**config.mk**
```make
export PLATFORM = sky130hd
export DESIGN_NAME = data_mem_ctrl
export DESIGN_NICKNAME = d
export VERILOG_FILES = /design/src/rtl/data_mem_ctrl.sv
export SDC_FILE = /design/constraint.sdc
export NUM_CORES = 1
export LEC_CHECK = 0
export BUFFER_PORTS_ARGS = -buffer_cell sky130_fd_sc_hd__buf_2
export CORE_MARGIN = 2
export CORE_UTILIZATION = 54
export CTS_BUF_LIST = sky130_fd_sc_hd__clkbuf_8
export CTS_CLUSTER_SIZE = 24
export DETAILED_ROUTE_END_ITERATION = 16
export PLACE_DENSITY = 0.95
export SYNTH_ARGS = -nofsm -noshare
export SYNTH_HDL_FRONTEND = slang
export SYNTH_SLANG_ARGS = --single-unit
```
**constraint.sdc**
```tcl
create_clock -name clk -period 5.3 [get_ports clk]
set_input_delay 1.06 -clock clk [delete_from_list [all_inputs] [get_ports clk]]
set_output_delay 1.06 -clock clk [all_outputs]
set_load 0.05 [all_outputs]
```
**src/rtl/data_mem_ctrl.sv**
```systemverilog
// Data memory controller: turns load/store commands into single-beat bus
// accesses with alignment checks, lane steering, load extension and timeout.
// Ports: clk, rst (sync, active-high); MemRead, MemWrite, Funct3, Addr,
//   WriteData in; ReadData, Stall, Fault out; mem_req, mem_we, mem_addr,
//   mem_wstrb, mem_wdata out; mem_ready, mem_rdata in.
module data_mem_ctrl #(
  parameter int unsigned TIMEOUT = 255
) (
  input  logic        clk,
  input  logic        rst,
  input  logic        MemRead,
  input  logic        MemWrite,
  input  logic [2:0]  Funct3,
  input  logic [31:0] Addr,
  input  logic [31:0] WriteData,
  output logic [31:0] ReadData,
  output logic        Stall,
  output logic        Fault,
  output logic        mem_req,
  output logic        mem_we,
  output logic [31:0] mem_addr,
  output logic [3:0]  mem_wstrb,
  output logic [31:0] mem_wdata,
  input  logic        mem_ready,
  input  logic [31:0] mem_rdata
);

  typedef enum logic [1:0] {
    S_IDLE,
    S_REQ,
    S_DONE
  } state_e;

  state_e      state_q;
  logic [7:0]  cnt_q;
  logic [2:0]  f3_q;
  logic [1:0]  off_q;
  logic        we_q;
  logic [31:0] addr_q;
  logic [31:0] wdata_q;
  logic [3:0]  strb_q;
  logic [31:0] rd_q;

  logic        cmd;
  logic        legal;
  logic [3:0]  strb_d;
  logic [31:0] wdata_d;
  logic [31:0] lane;
  logic [31:0] ext;
  logic        tmo;

  assign cmd = MemRead | MemWrite;

  // MemWrite wins when both are high, so legality is judged as a store.
  always_comb begin
    legal = 1'b0;
    unique case (Funct3)
      3'b000:  legal = 1'b1;
      3'b001:  legal = ~Addr[0];
      3'b010:  legal = (Addr[1:0] == 2'b00);
      3'b100:  legal = ~MemWrite;
      3'b101:  legal = ~MemWrite & ~Addr[0];
      default: legal = 1'b0;
    endcase
  end

  always_comb begin
    strb_d  = 4'b1111;
    wdata_d = WriteData;
    unique case (Funct3[1:0])
      2'b00: begin
        strb_d  = 4'b0001 << Addr[1:0];
        wdata_d = {4{WriteData[7:0]}};
      end
      2'b01: begin
        strb_d  = 4'b0011 << Addr[1:0];
        wdata_d = {2{WriteData[15:0]}};
      end
      default: begin
        strb_d  = 4'b1111;
        wdata_d = WriteData;
      end
    endcase
  end

  assign lane = mem_rdata >> {off_q, 3'b000};

  always_comb begin
    ext = lane;
    unique case (f3_q)
      3'b000:  ext = {{24{lane[7]}}, lane[7:0]};
      3'b001:  ext = {{16{lane[15]}}, lane[15:0]};
      3'b100:  ext = {24'd0, lane[7:0]};
      3'b101:  ext = {16'd0, lane[15:0]};
      default: ext = lane;
    endcase
  end

  // Last permitted wait cycle with no ready: this cycle is the timeout.
  assign tmo = ~mem_ready & (cnt_q == 8'(TIMEOUT - 1));

  assign Stall = ~rst & (((state_q == S_IDLE) & cmd & legal)
                        | (state_q == S_REQ));
  assign Fault = ~rst & (((state_q == S_IDLE) & cmd & ~legal)
                        | ((state_q == S_REQ) & tmo));

  assign mem_req   = (state_q == S_REQ);
  assign mem_we    = we_q;
  assign mem_addr  = addr_q;
  assign mem_wdata = wdata_q;
  assign mem_wstrb = mem_req ? strb_q : 4'b0000;
  assign ReadData  = rd_q;

  always_ff @(posedge clk) begin
    if (rst) begin
      state_q <= S_IDLE;
      cnt_q   <= 8'd0;
      f3_q    <= 3'd0;
      off_q   <= 2'd0;
      we_q    <= 1'b0;
      addr_q  <= 32'd0;
      wdata_q <= 32'd0;
      strb_q  <= 4'd0;
      rd_q    <= 32'd0;
    end else begin
      unique case (state_q)
        S_IDLE: begin
          if (cmd & legal) begin
            f3_q    <= Funct3;
            off_q   <= Addr[1:0];
            we_q    <= MemWrite;
            addr_q  <= {Addr[31:2], 2'b00};
            wdata_q <= wdata_d;
            strb_q  <= strb_d;
            cnt_q   <= 8'd0;
            state_q <= S_REQ;
          end
        end
        S_REQ: begin
          if (mem_ready) begin
            if (!we_q) rd_q <= ext;
            state_q <= S_DONE;
          end else if (tmo) begin
            rd_q    <= 32'd0;
            state_q <= S_DONE;
          end else begin
            cnt_q <= cnt_q + 8'd1;
          end
        end
        S_DONE: state_q <= S_IDLE;
        default: state_q <= S_IDLE;
      endcase
    end
  end

endmodule

```
==> metrics.yaml, run 1 <==
drive_above_1_share_pct: 34.8
end_kind: "primary output"
pwr-share-seq_pct: 41.8
intPower_mw: 1.51
n_antenna_cell: 0
ys.flop_type: "dfxtp_1"
drtAntennaViolNets: 0
cts_buffer_depth: 2
rsz0062_at_grt: "no"
synth.cell_area_um2: 5200
tritoncts: "yes"
fin_util_pct: 70.7
cp.arrival_ps: 2500
critical_path_class: "in2out"
fin_crit_sh_pct: 67.1
fmax_ghz: 0.281
grt_overflow: 0
critical_path.slowest_cell: "a221oi_1"
area_growth_pct: 26.3
final-setup-viol-count: 0
p_switching_mw: 0.726
required_ps: 4240
track_usage_pct: 30.5
place_congestion: 0.848
core_area_um2: 9280
clk_pin_slew_worst_paths_ps: 60
slew_headroom_pct: 33.6
pwr_density_cell_nw_per_um2: 341
netlist_instances: 577
seqCellArea_um2: 2280
tns_ps: 0
drc: 0
hpwl_um: 11100
seq_area_frac_synth_pct: 43.9
ys_ff_latch: 114
finalNetCount: 863
rows: 35
fin_crit_ps: 3560
drt_wl_total_um: 15800
max_stage_delay_ps: 530
dr.first_iter.drc_count: 324
numCtsBuffers: 17
path_common_cell: "buf_2"
post_cts_resize_count: 0
p_sw_share_pct: 32.4
grt_max_degree: 92
cts_hold_buf: 0
htreeDepth: 4
insertion_delay_ps: 420
initial_core_util_pct: 56.0
avgRoutedWirePerCell_um: 17.5
crit_fanout: 22
clockPowerShare_pct: 37.6
syn_avg_cell_area_um2: 9.01
ir_drop_mv: 0.209
postCtsSetupBuffers: 0
die_area_um2: 10400
synth-edff-count: 0
worstMarginPinSlew_ps: 994
regToRegSetupSlack_ps: 2660
min_path_type: "reg2reg"
via_per_inst: 5.84
p_total_mw: 2.24
multi_input_area_um2: 2650
grt_pass1_vias: 5044
worstSetupStartpointType: "primary input"
pin_count: 208
fillers: 709
drv_slew: 0
status: "finished clean"
p_comb_share_pct: 20.6
antenna_found_initial: 0
clkSinkCount: 114
finClkSkew_ps: 12.5
root_buffer: "clkbuf_8"
hold_violations: 0
leakage_nw: 2.96
cp_cell_sequence: "buf_2 > a221oi_1 > o211ai_1 > a21oi_1 > buf_2"
dr.pass1.iters: 5
synth_cell_types: 55
die_w_um: 102
maxCapViolCount: 0
grt_pass1_wl_um: 24700
vias: 5252
port_buffers: 205
fp.dieH_um: 102
postSynth.asyncResetShare_pct: 0
yosys_warnings: 0
-- worst paths after layout --
kind,cells past startpoint,end,start
max reg2reg,4,ReadData[31],off_q[1]
min,2,mem_wdata[7],mem_wdata[7]
max,5,Stall,Funct3[0]
min reg2reg,2,mem_wdata[7],mem_wdata[7]
-- per-layer routing --
layer | wire [um] | vias up | track usage, %
met5 | 0 | - | 0
met3 | 1530 | 48 | 11.0
met1 | 5800 | 2468 | 32.7
met2 | 7940 | 311 | 53.8
li1 | - | 2425 | -
met4 | 507 | 0 | 13.8
-- cells by family after synthesis --
logic type	synth area share (%)
flops	43.9
other cells	0.0722
fa+ha+maj	0.481
compound gates	21.0
simple gates	19.4
mux	9.82
buf+inv	5.34
-- cells in the mapped netlist, types with 4 or more instances --
library cell / instances / area, um^2
a211oi_1: 10 / 75.1
a21oi_1: 64 / 320
a221o_1: 18 / 180
a2bb2oi_1: 8 / 70.1
a311oi_1: 9 / 78.8
and2_1: 4 / 25.0
buf_1: 6 / 22.5
buf_2: 14 / 70.1
buf_4: 6 / 45.0
buf_6: 6 / 67.6
clkbuf_1: 15 / 56.3
dfxtp_1: 114 / 2280
mux2_2: 8 / 90.1
mux2i_1: 24 / 240
mux4_2: 8 / 180
nand2_1: 123 / 462
nand3_1: 4 / 20.0
nand3b_1: 8 / 60.1
nor2_1: 38 / 143
nor3_1: 4 / 20.0
nor3b_1: 4 / 30.0
o211ai_1: 9 / 67.6
o21ai_0: 18 / 90.1
o2bb2ai_1: 8 / 70.1
-- cell type report --
cell class,instances,area share [%]
multi-input combinational,413,40.4
sequential,114,34.8
timing repair buffer,208,16.0
clock buffer,18,3.77
clock inverter,14,2.50
tap,129,2.46
inverter,3,0.172
-- critical path, delay by kind of cell --
kind	cells	cell delay [ps]
AO/OA/AOI/OAI	3	890
buffers and inverters	2	530
-- cells in the final DEF (no fill, tap or decap), drive strengths merged, types with 10 or more instances in the layout --
master | netlist | final
o21ai | 19 | 19
nand2 | 123 | 123
mux2i | 24 | 24
a211oi | 10 | 10
buf | 32 | 208
dfxtp | 114 | 114
a21oi | 64 | 64
nor2 | 39 | 39
a221o | 18 | 18
clkbuf | 16 | 18
-- power by group through the flow --
| stage | clock network, mW | logic, mW | registers [mW] |
|---|---|---|---|
| 3_5_place_dp | 0 | 0.455 | 0.953 |
| 3_3_place_gp | 0 | 0.440 | 0.951 |
| 5_1_grt | 0.898 | 0.490 | 0.940 |
| 2_1_floorplan | 0 | 0.193 | 1.09 |
| 6_report | 0.843 | 0.460 | 0.936 |
| 4_1_cts | 0.854 | 0.457 | 0.935 |
-- flip-flops by register name, summed over array words and instances, names as in the netlist --
register and cells:
mem_addr 30, strb_q 4, mem_we 1, state_q 2
ReadData 32, f3_q 3, off_q 2, mem_wdata 32
cnt_q 8
-- stage by stage --
stage / area (um^2) / hold WS [ps] / worst slack [ps] / instances
detailed placement: 6150 / 445 / 1760 / 867
CTS: 6560 / 456 / 1760 / 899
finish: 6560 / 454 / 1740 / 899
global placement: 6150 / 440 / 1810 / 867
global route: 6560 / 472 / 1620 / 899
floorplan: 5200 / 452 / 1640 / 578
Note: power is estimated with default switching activity, not from simulation.
==> inputs of run 2 (changes only) <==
Settings changed: CORE_UTILIZATION 54 to 45, PLACE_DENSITY 0.95 to 0.85.
Clock period 5.3 ns to 2.9 ns, I/O delays scaled along.
==> metrics.yaml, run 2 (synthesis results as in run 1) <==
cts_buffer_depth: 2  # unchanged
drive_above_1_share_pct: 35.4  # +0.58 points
finClkSkew_ps: 11.7  # -0.736 ps
met2_usage_pct: 39.0  # -15 points
drtAntennaViolNets: 0  # unchanged
avgRoutedWirePerCell_um: 15.7  # -10%
cp.arrival_ps: 1940  # -560 ps
rows: 39  # +11%
initial_core_util_pct: 45.9  # -10 points
gr-max-usage-layer: "met2"
grt_overflow: 0  # unchanged
drt_wl_total_um: 14500  # -7.9%
drc: 0  # unchanged
cts_hold_buf: 0  # unchanged
post_cts_resize_count: 0  # unchanged
most-common-layout-cells: "buf_2, nand2_1, dfxtp_1"
via_per_inst: 5.46  # -6.5%
worstMarginPinSlew_ps: 613  # -382 ps
rsz0062_at_grt: "no"
grt_pass1_wl_um: 23500  # -4.9%
postCtsSetupBuffers: 0  # unchanged
min_path_type: "in2reg"
final-setup-viol-count: 0  # unchanged
worstSetupStartpointType: "flip-flop"
pin_count: 208  # unchanged
hold_violations: 0  # unchanged
tns_ps: 0  # unchanged
die_area_um2: 12400  # +19%
status: "finished clean"
area_growth_pct: 27.5
die_w_um: 111  # +9.2%
clkSinkCount: 114  # unchanged
fin_crit_ps: 2520
end_kind: "primary output"
regToRegSetupSlack_ps: 890  # -1770 ps
fp.dieH_um: 111  # +9.2%
fmax_ghz: 0.397
n_antenna_cell: 0  # unchanged
seqCellArea_um2: 2280  # unchanged
numCtsBuffers: 17  # unchanged
dr.pass1.iters: 5  # unchanged
htreeDepth: 4  # unchanged
required_ps: 2320  # -1920 ps
slew_headroom_pct: 59.1  # +25 points
core_area_um2: 11300  # +22%
antenna_found_initial: 0  # unchanged
fin_crit_sh_pct: 86.9
insertion_delay_ps: 440  # +20 ps
final_common_cell: "buf_2"
root_buffer: "clkbuf_8"
track_usage_pct: 23.4  # -7.1 points
dr.first_iter.drc_count: 312  # -3.7%
place_congestion: 0.829  # -2.3%
met3_usage_pct: 8.00  # -3.0 points
tritoncts: "yes"
multi_input_area_um2: 2650  # unchanged
critical_path_class: "reg2out"
leakage_nw: 3.02  # +2.1%
fin_area_um2: 6630  # +0.95%
fin_util_pct: 58.5  # -12 points
drv_slew: 0  # unchanged
use_met1_pct: 28.1  # -4.6 points
fillers: 1049  # +48%
grt_max_degree: 56  # -39%
pwr_density_cell_nw_per_um2: 585  # +72%
crit_fanout: 6  # -73%
clk_pin_slew_worst_paths_ps: 70  # about the same
placed_cell_area_um2: 6280  # +2.1%
finalNetCount: 876  # +1.5%
hpwl_um: 10400  # -6.2%
vias: 5044  # -4.0%
maxCapViolCount: 0  # unchanged
grt_pass1_vias: 4758  # -5.7%
ir_drop_mv: 0.442  # +110%
port_buffers: 205  # unchanged
[run 2: changes by cell type in the layout (fill, tap and decap cells not counted)]
cell / delta
buf_12: +1
buf_2: -1
buf_4: +13
bufinv_16: -2
clkbuf_8: +2
clkinv_2: +1
clkinv_4: -1
clkinvlp_4: -4
inv_1: +2
inv_6: -1
[run 2: path summary, 6_finish.rpt]
check / start / endpoint / cells after the start
setup / recovery: cnt_q[1] / Fault / 6
hold / removal: Addr[17] / mem_addr[17] / 3
hold reg to reg: mem_addr[31] / mem_addr[31] / 2
setup reg to reg: cnt_q[1] / ReadData[21] / 7
[run 2: layer usage]
| metal | vias up | share of wire (%) |
|---|---|---|
| met5 | - | 0 |
| met4 | 0 | 2.0 |
| met3 | 24 | 8.1 |
| met2 | 199 | 49 |
| met1 | 2365 | 41 |
| li1 | 2456 | - |
[run 2: layout make-up]
| class | count | area share [%] |
|---|---|---|
| multi-input cells | 413 | 40.0 |
| flip-flops and latches | 114 | 34.4 |
| repair buffers | 221 | 17.5 |
| clock buffers | 20 | 4.15 |
| well taps | 143 | 2.70 |
| clock inverters | 9 | 1.04 |
| inverters | 3 | 0.170 |
[run 2: report_power, final]
part	switching, mW	internal (mW)	leakage [nW]
sequential	0.0501	1.65	0.929
clock	0.611	0.714	0.190
combinational	0.593	0.258	1.91
total	1.25	2.62	3.02
[run 2: through the flow]
step / setup slack, ps / total power [mW] / hold WS, ps / instances
after global routing: 262 / 4.05 / 369 / 923
after detailed placement: 418 / 2.59 / 444 / 894
after floorplan: 196 / 2.34 / 452 / 578
final: 380 / 3.88 / 380 / 923
after CTS: 377 / 3.92 / 353 / 923
after global placement: 444 / 2.57 / 438 / 894
[run 2: worst max-delay path, stage by stage (launching register included)]
cell and delay [ps]:
dfxtp_1 440, ha_1 200, nand4b_1 210, nor3_4 190, a31oi_1 80, nor2_1 120
buf_2 280
==> inputs of run 3 (changes only) <==
Settings changed: ABC_AREA set to 1, CORE_UTILIZATION 45 to 46, PLACE_DENSITY 0.85 to 0.86.
==> metrics.yaml, run 3 <==
synth-compound-area-share_pct: 19.1  # -1.9 points
drc: 0  # unchanged
hold_violations: 0  # unchanged
hpwl_um: 10700  # +3.2%
min_path_type: "in2reg"
p_switching_mw: 1.28  # +2.2%
ir_drop_mv: 0.486  # +9.9%
yosys_warnings: 0  # unchanged
pwr-share-seq_pct: 41.3  # -2.6 points
end_kind: "primary output"
grt_pass1_wl_um: 25100  # +6.9%
via_per_inst: 5.14  # -5.9%
area_growth_pct: 26.4
clk_pin_slew_worst_paths_ps: 60  # about the same
hold_ws_ps: 379  # -1.03 ps
cts_buffer_depth: 2  # unchanged
critical_path_class: "reg2out"
netlist.area_leader.share_pct: 42.2  # -1.8 points
finalWorstSetupSlack_ps: 433  # +52.9 ps
dr.pass1.iters: 5  # unchanged
leakage_nw: 3.34  # +11%
postCtsSetupBuffers: 0  # unchanged
path_common_cell: "inv_1"
pin_count: 208  # unchanged
placed_cells: 1115  # +25%
ys.flop_type: "dfxtp_1"
fin_area_um2: 6840  # +3.3%
synth_common_cells: "nand2_1, a21oi_1, dfxtp_1"
synthAdderAreaFrac_pct: 0.462  # -0.019 points
clockPowerShare_pct: 37.7  # +3.5 points
intPower_mw: 2.82  # +7.5%
synth.cell_area_um2: 5410  # +4.2%
cp_cell_sequence: "inv_1 > ha_1 > inv_1 > nor3_1 > nand3_1 > a21oi_1 > buf_12"
numCtsBuffers: 17  # unchanged
postSynth.asyncResetShare_pct: 0  # unchanged
max_stage_delay_ps: 340  # -100 ps
syn_avg_cell_area_um2: 6.68  # -26%
tritoncts: "yes"
final-setup-viol-count: 0  # unchanged
p_sw_share_pct: 31.2  # -1.1 points
synth_most_common_cell: "nand2_1"
insertion_delay_ps: 440  # about the same
die_w_um: 112  # +0.91%
rsz0062_at_grt: "no"
pwr_density_cell_nw_per_um2: 600  # +2.4%
tns_ps: 0  # unchanged
synth_cell_types: 25  # -55%
stdcell_count: 1144  # +24%
synthSimpleGateAreaFrac_pct: 28.3  # +8.9 points
dr.first_iter.drc_count: 496  # +59%
fin_crit_ps: 2470  # -52.9 ps
p_total_mw: 4.10  # +5.8%
maxCapViolCount: 0  # unchanged
final_common_cell: "nand2_1"
synth_top_family_by_area: "simple AND/OR/NAND/NOR gates"
synth-edff-count: 0  # unchanged
finalNetCount: 1097  # +25%
post_cts_resize_count: 0  # unchanged
yosys-top-cells-area: "dfxtp_1, nand2_1, a21oi_1"
htreeDepth: 4  # unchanged
required_ps: 2320  # about the same
fillers: 1069  # +1.9%
fin_util_pct: 59.7  # +1.2 points
cts_hold_buf: 0  # unchanged
ys_ff_latch: 114  # unchanged
cp.arrival_ps: 1890  # -50 ps
antenna_found_initial: 0  # unchanged
grt_overflow: 0  # unchanged
synth_top_cell_by_area: "dfxtp_1"
placed_cell_area_um2: 6430  # +2.4%
place_congestion: 0.877  # +5.8%
netlist_instances: 810  # +40%
grt_max_degree: 75  # +34%
vias: 5885  # +17%
track_usage_pct: 24.4  # +0.96 points
seq_area_frac_synth_pct: 42.2  # -1.8 points
drt_wl_total_um: 15400  # +5.9%
die_area_um2: 12700  # +1.8%
drive_above_1_share_pct: 25.5  # -9.9 points
crit_fanout: 4  # -2
initial_core_util_pct: 47.2  # +1.3 points
synth-xor-area-share_pct: 0.485  # +0.49 points
clkSinkCount: 114  # unchanged
worstSetupStartpointType: "flip-flop"
fin_crit_sh_pct: 85.1  # -1.8 points
drv_slew: 0  # unchanged
p_comb_share_pct: 21.0  # -0.9 points
synthMuxAreaShare_pct: 0  # -9.8 points
core_area_um2: 11500  # +1.3%
status: "finished clean"
n_antenna_cell: 0  # unchanged
finClkSkew_ps: 8.75  # -2.99 ps
worstMarginPinSlew_ps: 704  # +91.0 ps
root_buffer: "clkbuf_8"
post-place-ws_ps: 581  # +164 ps
fp.dieH_um: 112  # +0.91%
most-common-layout-cells: "nand2_1, buf_2, a21oi_1"
slew_headroom_pct: 53.0  # -6.0 points
fmax_ghz: 0.405  # +2.1%
avgRoutedWirePerCell_um: 13.5  # -15%
drtAntennaViolNets: 0  # unchanged
rows: 39  # unchanged
critical_path.slowest_cell: "dfxtp_1"
port_buffers: 205  # unchanged
grt_pass1_vias: 5509  # +16%
[run 3: cell types whose count changed in the layout (fill, tap and decap cells not counted), moves of 18 or more]
cell     change
a221o_1     -18
mux2i_1     -24
nand3_1     +50
o21ai_0     +45
nand2_1    +147
inv_1       +51
a21oi_1     +66
[run 3: worst max-delay path, delay by kind of cell, from the launching register on]
kind                       cells  cell delay, ps
AOI/OAI and AO/OA              1             310
adders and majority gates      1             140
buffers and inverters          3             330
DFF                            1             340
and+or+nand+nor                2             320
[run 3: cell families after synthesis]
kind of cell	Yosys count
other	1
buffers and inverters	115
and+or+nand+nor	372
adders and majority gates	2
AOI/OAI and AO/OA	203
DFF	114
xor gates and xnor gates	3
[run 3: final cells by class]
class | instances | area, um^2 | area share (%)
repair buffers | 215 | 1120 | 16.3
well taps | 143 | 179 | 2.61
clock inverters | 7 | 108 | 1.57
flip-flops and latches | 114 | 2280 | 33.3
clock buffers | 22 | 303 | 4.42
inverters | 61 | 229 | 3.35
multi-input cells | 582 | 2630 | 38.4
[run 3: power by group through the flow]
stage	Sequential [mW]	Clock, mW	Combinational (mW)
2_1_floorplan	1.95	0	0.405
5_1_grt	1.70	1.63	0.939
3_3_place_gp	1.73	0	0.847
4_1_cts	1.69	1.57	0.858
6_report	1.69	1.55	0.861
3_5_place_dp	1.73	0	0.855
[run 3: metal layers]
layer | global-route usage [%] | wire length, um | up-vias | part of all wire, %
li1 | - | - | 2976 | -
met1 | 29.8 | 6450 | 2634 | 42
met2 | 40.0 | 7340 | 245 | 48
met3 | 7.24 | 1260 | 30 | 8.2
met4 | 10.5 | 349 | 0 | 2.3
met5 | 0 | 0 | - | 0
[run 3: path summary, 6_finish.rpt]
| path | to | cells past startpoint | slack, ps | startpoint |
|---|---|---|---|---|
| max | Fault | 7 | 430 | cnt_q[0] |
| min | mem_addr[3] | 3 | 380 | Addr[3] |
| max reg2reg | ReadData[19] | 8 | 940 | off_q[0] |
| min reg2reg | strb_q[2] | 2 | 460 | strb_q[2] |
